===== src/rtl/motion_pkg.sv =====
// Shared motion types and default widths for the sprite motion controller,
// renderer and collision blocks.
package motion_pkg;

   localparam int MOTION_POS_W = 8;
   localparam int MOTION_VEL_W = 6;

   typedef enum logic [1:0] {
      GROUNDED = 2'd0,
      RISING   = 2'd1,
      FALLING  = 2'd2
   } motion_state_t;

endpackage


===== src/rtl/sat_add_signed.sv =====
// Unsigned position plus signed velocity, clamped to [0, 2^POS_W-1] so the
// sprite never wraps across the screen edge.
module sat_add_signed
   import motion_pkg::*;
#(
   parameter int POS_W = MOTION_POS_W,
   parameter int VEL_W = MOTION_VEL_W
)(
   input  logic [POS_W-1:0] base,
   input  logic [VEL_W-1:0] delta,
   output logic [POS_W-1:0] result
);

   // Two guard bits: one for sign, one for overflow past the top of the range.
   localparam int SUM_W = POS_W + 2;

   logic signed [SUM_W-1:0] sum;

   assign sum = $signed({2'b00, base}) + $signed({{(SUM_W-VEL_W){delta[VEL_W-1]}}, delta});

   always_comb begin
      if (sum[SUM_W-1])
         result = '0;
      else if (sum[SUM_W-2])
         result = '1;
      else
         result = sum[POS_W-1:0];
   end

endmodule


===== src/rtl/character_motion_ctrl.sv =====
// Per-frame player sprite motion: walking, jumping with gravity and capped fall,
// jump buffering and collision blocking. Advances once per enable tick.
module character_motion_ctrl
   import motion_pkg::*;
#(
   parameter int POS_W      = MOTION_POS_W,
   parameter int VEL_W      = MOTION_VEL_W,
   parameter int X_INIT     = 72,
   parameter int Y_INIT     = 0,
   parameter int X_MIN      = 0,
   parameter int X_MAX      = 152,
   parameter int WALK_SPEED = 2,
   parameter int JUMP_V     = 12,
   parameter int GRAVITY    = 1,
   parameter int MAX_FALL   = 8,
   parameter int JUMP_BUF   = 3
)(
   input  logic             clock,
   input  logic             reset,
   input  logic             enable,
   input  logic             jump,
   input  logic             move_left,
   input  logic             move_right,
   input  logic             left_blocked,
   input  logic             right_blocked,
   input  logic             up_blocked,
   input  logic             down_blocked,
   output logic [POS_W-1:0] x_position,
   output logic [POS_W-1:0] y_position,
   output logic [VEL_W-1:0] y_velocity,
   output logic [1:0]       motion_state,
   output logic             facing_left
);

   localparam int BUF_W = $clog2(JUMP_BUF + 1);

   localparam logic signed [VEL_W-1:0] JUMP_VEL   = VEL_W'(-JUMP_V);
   localparam logic signed [VEL_W-1:0] GRAV_V     = VEL_W'(GRAVITY);
   localparam logic signed [VEL_W-1:0] MAX_FALL_V = VEL_W'(MAX_FALL);
   localparam logic [POS_W:0]          WALK_E     = (POS_W+1)'(WALK_SPEED);
   localparam logic [POS_W:0]          X_MIN_E    = (POS_W+1)'(X_MIN);
   localparam logic [POS_W:0]          X_MAX_E    = (POS_W+1)'(X_MAX);

   logic [POS_W-1:0]        x_reg, x_next;
   logic [POS_W-1:0]        y_reg, y_next;
   logic signed [VEL_W-1:0] vy_reg, vy_next;
   motion_state_t           state_reg, state_next;
   logic                    face_reg, face_next;
   logic                    jump_prev_reg;
   logic [BUF_W-1:0]        buf_reg, buf_next;

   logic                    jump_rise;
   logic                    buf_armed;
   logic [BUF_W-1:0]        buf_dec;
   logic signed [VEL_W-1:0] vy_grav;
   logic [POS_W-1:0]        y_sum;
   logic [POS_W:0]          x_ext, x_plus;
   logic [POS_W-1:0]        x_minus;

   sat_add_signed #(.POS_W(POS_W), .VEL_W(VEL_W)) u_y_add (
      .base   (y_reg),
      .delta  (vy_reg),
      .result (y_sum)
   );

   assign jump_rise = jump & ~jump_prev_reg;
   assign buf_dec   = (buf_reg != '0) ? buf_reg - BUF_W'(1) : '0;
   assign buf_armed = jump_rise | (buf_reg != '0);
   assign vy_grav   = vy_reg + GRAV_V;
   assign x_ext     = {1'b0, x_reg};
   assign x_plus    = x_ext + WALK_E;
   assign x_minus   = x_reg - WALK_E[POS_W-1:0];

   always_comb begin
      x_next     = x_reg;
      y_next     = y_reg;
      vy_next    = vy_reg;
      state_next = state_reg;
      face_next  = face_reg;
      buf_next   = jump_rise ? BUF_W'(JUMP_BUF) : buf_dec;

      // Wedged between floor and ceiling: freeze vertical motion and settle.
      if (up_blocked && down_blocked) begin
         state_next = GROUNDED;
      end else begin
         case (state_reg)
            GROUNDED: begin
               if (buf_armed && !up_blocked) begin
                  vy_next    = JUMP_VEL;
                  buf_next   = '0;
                  state_next = RISING;
               end else begin
                  vy_next = '0;
                  if (!down_blocked)
                     state_next = FALLING;
               end
            end
            RISING: begin
               if (up_blocked) begin
                  vy_next    = '0;
                  state_next = FALLING;
               end else begin
                  y_next  = y_sum;
                  vy_next = vy_grav;
                  if (!vy_grav[VEL_W-1])
                     state_next = FALLING;
               end
            end
            FALLING: begin
               if (down_blocked) begin
                  vy_next    = '0;
                  state_next = GROUNDED;
               end else begin
                  y_next  = y_sum;
                  vy_next = (vy_grav > MAX_FALL_V) ? MAX_FALL_V : vy_grav;
               end
            end
            default: state_next = FALLING;
         endcase
      end

      // Horizontal walking is independent of the vertical state.
      if (move_left ^ move_right) begin
         face_next = move_left;
         if (move_left && !left_blocked)
            x_next = (x_ext < X_MIN_E + WALK_E) ? X_MIN_E[POS_W-1:0] : x_minus;
         if (move_right && !right_blocked)
            x_next = (x_plus > X_MAX_E) ? X_MAX_E[POS_W-1:0] : x_plus[POS_W-1:0];
      end
   end

   always_ff @(posedge clock or posedge reset) begin
      if (reset) begin
         x_reg         <= POS_W'(X_INIT);
         y_reg         <= POS_W'(Y_INIT);
         vy_reg        <= '0;
         state_reg     <= FALLING;
         face_reg      <= 1'b0;
         jump_prev_reg <= 1'b0;
         buf_reg       <= '0;
      end else if (enable) begin
         x_reg         <= x_next;
         y_reg         <= y_next;
         vy_reg        <= vy_next;
         state_reg     <= state_next;
         face_reg      <= face_next;
         jump_prev_reg <= jump;
         buf_reg       <= buf_next;
      end
   end

   assign x_position   = x_reg;
   assign y_position   = y_reg;
   assign y_velocity   = vy_reg;
   assign motion_state = state_reg;
   assign facing_left  = face_reg;

endmodule

===== config.mk =====
export PLATFORM = sky130hd
export DESIGN_NAME = character_motion_ctrl
export DESIGN_NICKNAME = d
export VERILOG_FILES = /design/src/rtl/motion_pkg.sv /design/src/rtl/sat_add_signed.sv /design/src/rtl/character_motion_ctrl.sv
export SDC_FILE = /design/constraint.sdc
export NUM_CORES = 1
export LEC_CHECK = 0
export BUFFER_PORTS_ARGS = -buffer_cell sky130_fd_sc_hd__buf_2
export CORE_MARGIN = 5
export CORE_UTILIZATION = 55
export CTS_BUF_LIST = sky130_fd_sc_hd__clkbuf_16
export DETAILED_ROUTE_END_ITERATION = 10
export PLACE_DENSITY = 0.78
export SYNTH_ARGS = -nofsm -noshare
export SYNTH_HDL_FRONTEND = slang
export SYNTH_HIERARCHICAL = 1
export SYNTH_SLANG_ARGS = --single-unit
export TNS_END_PERCENT = 1

===== constraint.sdc =====
create_clock -name clock -period 2.6 [get_ports clock]
set_input_delay 0.39 -clock clock [delete_from_list [all_inputs] [get_ports clock]]
set_output_delay 0.39 -clock clock [all_outputs]
set_load 0.05 [all_outputs]

### Word-level counts from Yosys, hierarchy flattened

Index checks and enable logic that the tools add are counted.

* input bits: 10
* bits in registers: 28
* output and inout bits: 25

* add/sub/neg operators: 5
* magnitude comparators: 3
* reductions and logical operators: 17
* bitwise logic cells: 5
* eq/ne operators: 7
* mux-type cells: 26

Operators by type and width (number)
* $mux W8: 8
* $mux W6: 4
* $mux W2: 11
* $pmux W6 S3: 1
* $pmux W8 S2: 1
* $add A9 B6 Y10: 1
* $add A8 B2 Y9 const B: 1
* $gt A9 B8 Y1 const B: 1
* $lt A8 B2 Y1 const B: 1
* $ne A4 B4 Y1 const B: 2
* $sub A8 B2 Y8 const B: 1
* $add A6 B2 Y6 const B: 1
* $gt A6 B5 Y1 const B: 1
* $pmux W2 S3: 1
* $reduce_and A3 Y1: 2
* $reduce_bool A2 Y1: 3
* $reduce_and A5 Y1: 1
* $logic_and A1 B1 Y1: 4
* $ne A2 B2 Y1 const B: 2
* $reduce_and A4 Y1: 1
* $logic_not A1 Y1: 3
* $ne A3 B3 Y1 const B: 1
* $reduce_bool A3 Y1: 1
* $eq A2 B1 Y1 const B: 1
* other kinds (8): 9

### Longest topological paths before layout

* word-level depth: 7
* gate-level depth with buffers: 8
* mapped depth without buffers: 8

### Cells and area by module

The synthesis kept the hierarchy.

Modules (own cells, without submodules)
* character_motion_ctrl: area an instance 1853.0 µm², seq. area each 679.4 µm², cells each 203, instances 1
* sat_add_signed: area an instance 429.2 µm², seq. area each 0.0 µm², cells each 48, instances 1

### Worst setup path after synthesis

No wires, ideal clock.

* path type: register to register
* start point: reg vy_reg[0] (netlist: y_velocity[0])
* end point: reg y_reg[2] (netlist: y_position[2])
* data required time: 2.475 ns
* setup slack: -0.057 ns
* stages on the path, launching flop included: 9
* arrival: 2.533 ns
* buffers on the path: 0
* period minus slack after synthesis: 2.657 ns
* setup time: 0.125 ns
* cell sequence: dfrtp_1 ha_1 fa_1 a211oi_2 o21ai_2 a31oi_2 xnor2_2 o21a_1 mux2_2

* cells in the longest elaborated chain, start to end: 5

RTL lines
* start: declaration: RTL line character_motion_ctrl.sv:46 `logic signed [VEL_W-1:0] vy_reg, vy_next;`
* start signal: assignment: RTL line character_motion_ctrl.sv:144 `vy_reg <= vy_next;`
* $add A9 B6 Y10 (*): RTL line sat_add_signed.sv:19 `assign sum = $signed({2'b00, base}) + $signed({{(SUM_W-VEL_W){delta[VEL_W-1]}}, delta});`
* $mux W8: RTL line sat_add_signed.sv:24 `else if (sum[SUM_W-2])`
* $mux W8 (*): RTL line sat_add_signed.sv:22 `if (sum[SUM_W-1])`
* via y_sum[2]: RTL line character_motion_ctrl.sv:56 `logic [POS_W-1:0] y_sum;`
* $mux W8 (on tied branches): RTL line character_motion_ctrl.sv:110, character_motion_ctrl.sv:99
* $pmux W8 S2 (*): RTL line character_motion_ctrl.sv:86 `case (state_reg)`
* end signal: assignment: RTL line character_motion_ctrl.sv:135 `y_reg <= POS_W'(Y_INIT);`
* end signal: assignment: RTL line character_motion_ctrl.sv:143 `y_reg <= y_next;`
* end: declaration: RTL line character_motion_ctrl.sv:45 `logic [POS_W-1:0] y_reg, y_next;`

The timed path passes the listed nets; every way through them passes the cells marked *. The select of a mux whose other input is x is not followed.
A chain may end at the register's enable or synchronous reset.

### Worst setup path after layout

* start point: reg y_reg[0] (netlist: y_position[0])
* end point: reg y_reg[3] (netlist: y_position[3])

* cells in the longest elaborated chain, start to end: 5

RTL lines (RTL line)
* $add A9 B6 Y10 (*): sat_add_signed.sv:19
* $mux W8: sat_add_signed.sv:24
* $mux W8 (*): sat_add_signed.sv:22
* via y_sum[3]: character_motion_ctrl.sv:56
* $mux W8 (on tied branches): character_motion_ctrl.sv:110, character_motion_ctrl.sv:99
* $pmux W8 S2 (*): character_motion_ctrl.sv:86

Marks and branches as above.

==> flow_metrics.py <==
metrics = {
    "layout": {
        "nets": 315,
        "syn_to_final_growth_pct": 13.7,
        "insertedDiodeCount": 0,
        "multi_input_area_mm2": 0.00152,
        "drive_gt1_share_pct": 24.8,
        "fin_area_mm2": 0.00259,
        "fillers": 358,
        "regArea_um2": 681,
        "largest_reg_flops": 8,
    },
    "critical_path": {
        "crit_slowest_cell": "fa_1",
        "cp_max_fo": 8,
        "critPathKind": "reg2reg",
        "critPathLaunchType": "register",
        "worstPathArrival_ps": 2600,
        "reg2reg_from": "y_position[0]",
        "crit_family": "compound AO/OA/AOI/OAI gates",
        "worstSetupPathDepth": 8,
        "crit_end": "y_position[3]",
        "r2r_end": "y_position[3]",
        "rr_worst_depth": 8,
        "r2r_slack_ps": 150,
        "cp_data_required_time_ps": 2740,
        "worstPathCellList": "ha_1 -> fa_1 -> a211oi_2 -> o21ai_2 -> a31oi_2 -> xnor2_2 -> o21a_1 -> mux2_2",
        "slowest_delay_ps": 430,
        "startpoint": "y_position[0]",
        "path_buf_inv": 0,
        "crit_path_end_kind": "register",
    },
    "pwr": {
        "p_int_mw": 1.76,
        "p_leak_nw": 1.16,
        "p_switching_mw": 2.00,
        "seq_power_share_pct": 24.2,
        "p_clk_share_pct": 9.2,
        "total_power_mw": 3.76,
        "switching_share_pct": 53.1,
        "pwr-share-comb_pct": 66.6,
        "vdd_drop_max_uv": 946,
        "p_per_area_mw_per_mm2": 1450,
    },
    "synth": {
        "netlist_area_mm2": 0.00228,
        "synth_edf_count": 0,
        "synth_seq_cells": 27,
        "synth_cells": 251,
        "syn-num-nets": 279,
        "synthDistinctLibCells": 62,
        "yosysSeqAreaShare_pct": 29.8,
        "ys.flop_type": "dfrtp_1",
        "syn_avg_cell_area_um2": 9.09,
        "yosys_warnings": 6,
        "async_flop_share_pct": 100,
    },
    "grt": {
        "grt_antenna_before_repair": 0,
        "grt_usage_pct": 19.8,
        "grt_pass1_wl_um": 8680,
        "grt_max_degree": 20,
        "first_global_vias": 1919,
        "gr-total-overflow": 0,
    },
    "clock_network": {
        "cts_tree": "yes",
        "clkSinkCount": 27,
        "cts-resized-gates": 0,
        "insertion_delay_ps": 260,
        "numCtsBuffers": 3,
        "postCtsSetupBuffers": 0,
        "clockBufferDepth": 2,
        "clkTransAtPathRegs_ps": 70,
        "cts_hold_buf": 0,
        "cts_htree_levels": 1,
        "ctsRootBufferMaster": "clkbuf_16",
    },
    "sta": {
        "fmax_mhz": 408,
        "finalHoldViolations": 0,
        "worst_slack_ps": 147,
        "fin_worst_skew_ps": 3.45,
        "setup_tns_ps": 0,
        "maxSlewViolCount": 0,
        "slew_headroom_pct": 54.3,
        "period_minus_slack_ps": 2450,
        "timing.hold.ws_ps": 225,
        "grt_setup_unrepaired": "no",
        "worst_pin_slew_ps": 685,
        "setup_viol": 0,
        "fin_crit_sh_pct": 94.4,
    },
    "floorplanning": {
        "start_util_pct": 57.1,
        "fp.dieArea_mm2": 0.00554,
        "coreArea_mm2": 0.00400,
        "num_io_pins": 35,
        "die_w_um": 74.4,
        "rows": 23,
        "die_height_um": 74.4,
    },
    "min_path": {
        "min_path_type": "in2async",
    },
    "placed_design": {
        "dpl.hpwl_um": 3990,
        "port_buffers": 33,
        "placed_area_mm2": 0.00252,
        "pre_cts_slack_ps": 168,
        "gp_congestion": 0.914,
    },
    "flow_run": {
        "drv_cap": 0,
    },
    "route": {
        "drt_wl_total_um": 5250,
        "viasPerCell": 6.21,
        "avgRoutedWirePerCell_um": 15.6,
        "drc": 0,
        "vias": 2085,
        "ant_nets": 0,
        "dr.pass1.iters": 4,
        "drt_iter0_markers": 131,
    },
    "run_status": {
        "status": "completed",
    },
}
[power by group through the flow]
stage	registers, mW	logic, mW	clock network (mW)
after global placement	0.898	2.43	0
after CTS	0.902	2.52	0.351
after global routing	0.934	2.73	0.371
final	0.909	2.51	0.347
after detailed placement	0.904	2.50	0
after floorplan	1.41	1.44	0
[placed cells by master, fill, tap and decap left out, drive strengths merged, types with 5 or more instances in the layout]
master   n
inv     14
o21a     9
xor2     6
o21ai   15
nor3     5
xnor2    7
ha      17
dfrtp   24
nor2    18
a21oi   17
nand3   10
nand2b   7
mux2    11
nand2   18
buf     38
[worst reg2reg max path: cells and delay by family, from the launching register on]
family,cells,cell delay (ps)
xor gates and xnor gates,1,170
muxes,1,260
DFF,1,390
adders and majority gates,2,670
AOI/OAI and AO/OA,4,850
[kinds of logic after synthesis]
kind of cell	synth area share [%]
flops	29.8
buf+inv	3.56
xor+xnor	5.65
compound gates	26.9
mux	5.87
fa+ha+maj	10.2
other cells	0.164
simple gates	17.9
[cell type report]
class                      instances  area share (%)
inverter                          13            1.88
timing repair buffer              38            7.81
multi-input combinational        204            58.6
tap                               50            2.41
clock inverter                     1           0.145
clock buffer                       3            2.89
sequential                        27            26.2
[per-layer routing]
| metal | global-route usage [%] | wire length (um) |
|---|---|---|
| met1 | 25.6 | 2290 |
| met5 | 0 | 0 |
| met2 | 34.2 | 2550 |
| met4 | 6.72 | 105 |
| met3 | 2.30 | 307 |
[worst min-delay path by stage]
stage                    end  slack (ps)
3_5_place_dp   jump_prev_reg         500
5_1_grt        x_position[7]         320
4_1_cts        x_position[7]         260
3_3_place_gp   jump_prev_reg         490
6_report         facing_left         230
2_1_floorplan     buf_reg[0]         440
[metrics by stage]
stage | instances | utilization [%]
global placement | 332 | 62.9
floorplan | 251 | -
CTS | 336 | 64.9
detailed placement | 332 | 62.9
global route | 336 | 64.9
finish | 336 | 64.9
[synthesized netlist by cell type (all sizes together), types with 4 or more instances]
cell type / number / area [um2]
nand2: 18 / 67.6
o21a: 9 / 67.6
nor2: 18 / 67.6
nor3b: 4 / 30.0
xor2: 6 / 52.6
ha: 17 / 213
a211oi: 4 / 40.0
a21oi: 17 / 85.1
inv: 13 / 48.8
o21ai: 15 / 82.6
a31oi: 4 / 31.3
dfrtp: 24 / 601
a221o: 4 / 40.0
xnor2: 7 / 76.3
nor3: 5 / 25.0
clkbuf: 4 / 15.0
mux2: 11 / 124
nand3: 10 / 55.1
nor2b: 4 / 25.0
nand2b: 7 / 43.8
No activity file was read; power rests on OpenSTA's default activity.
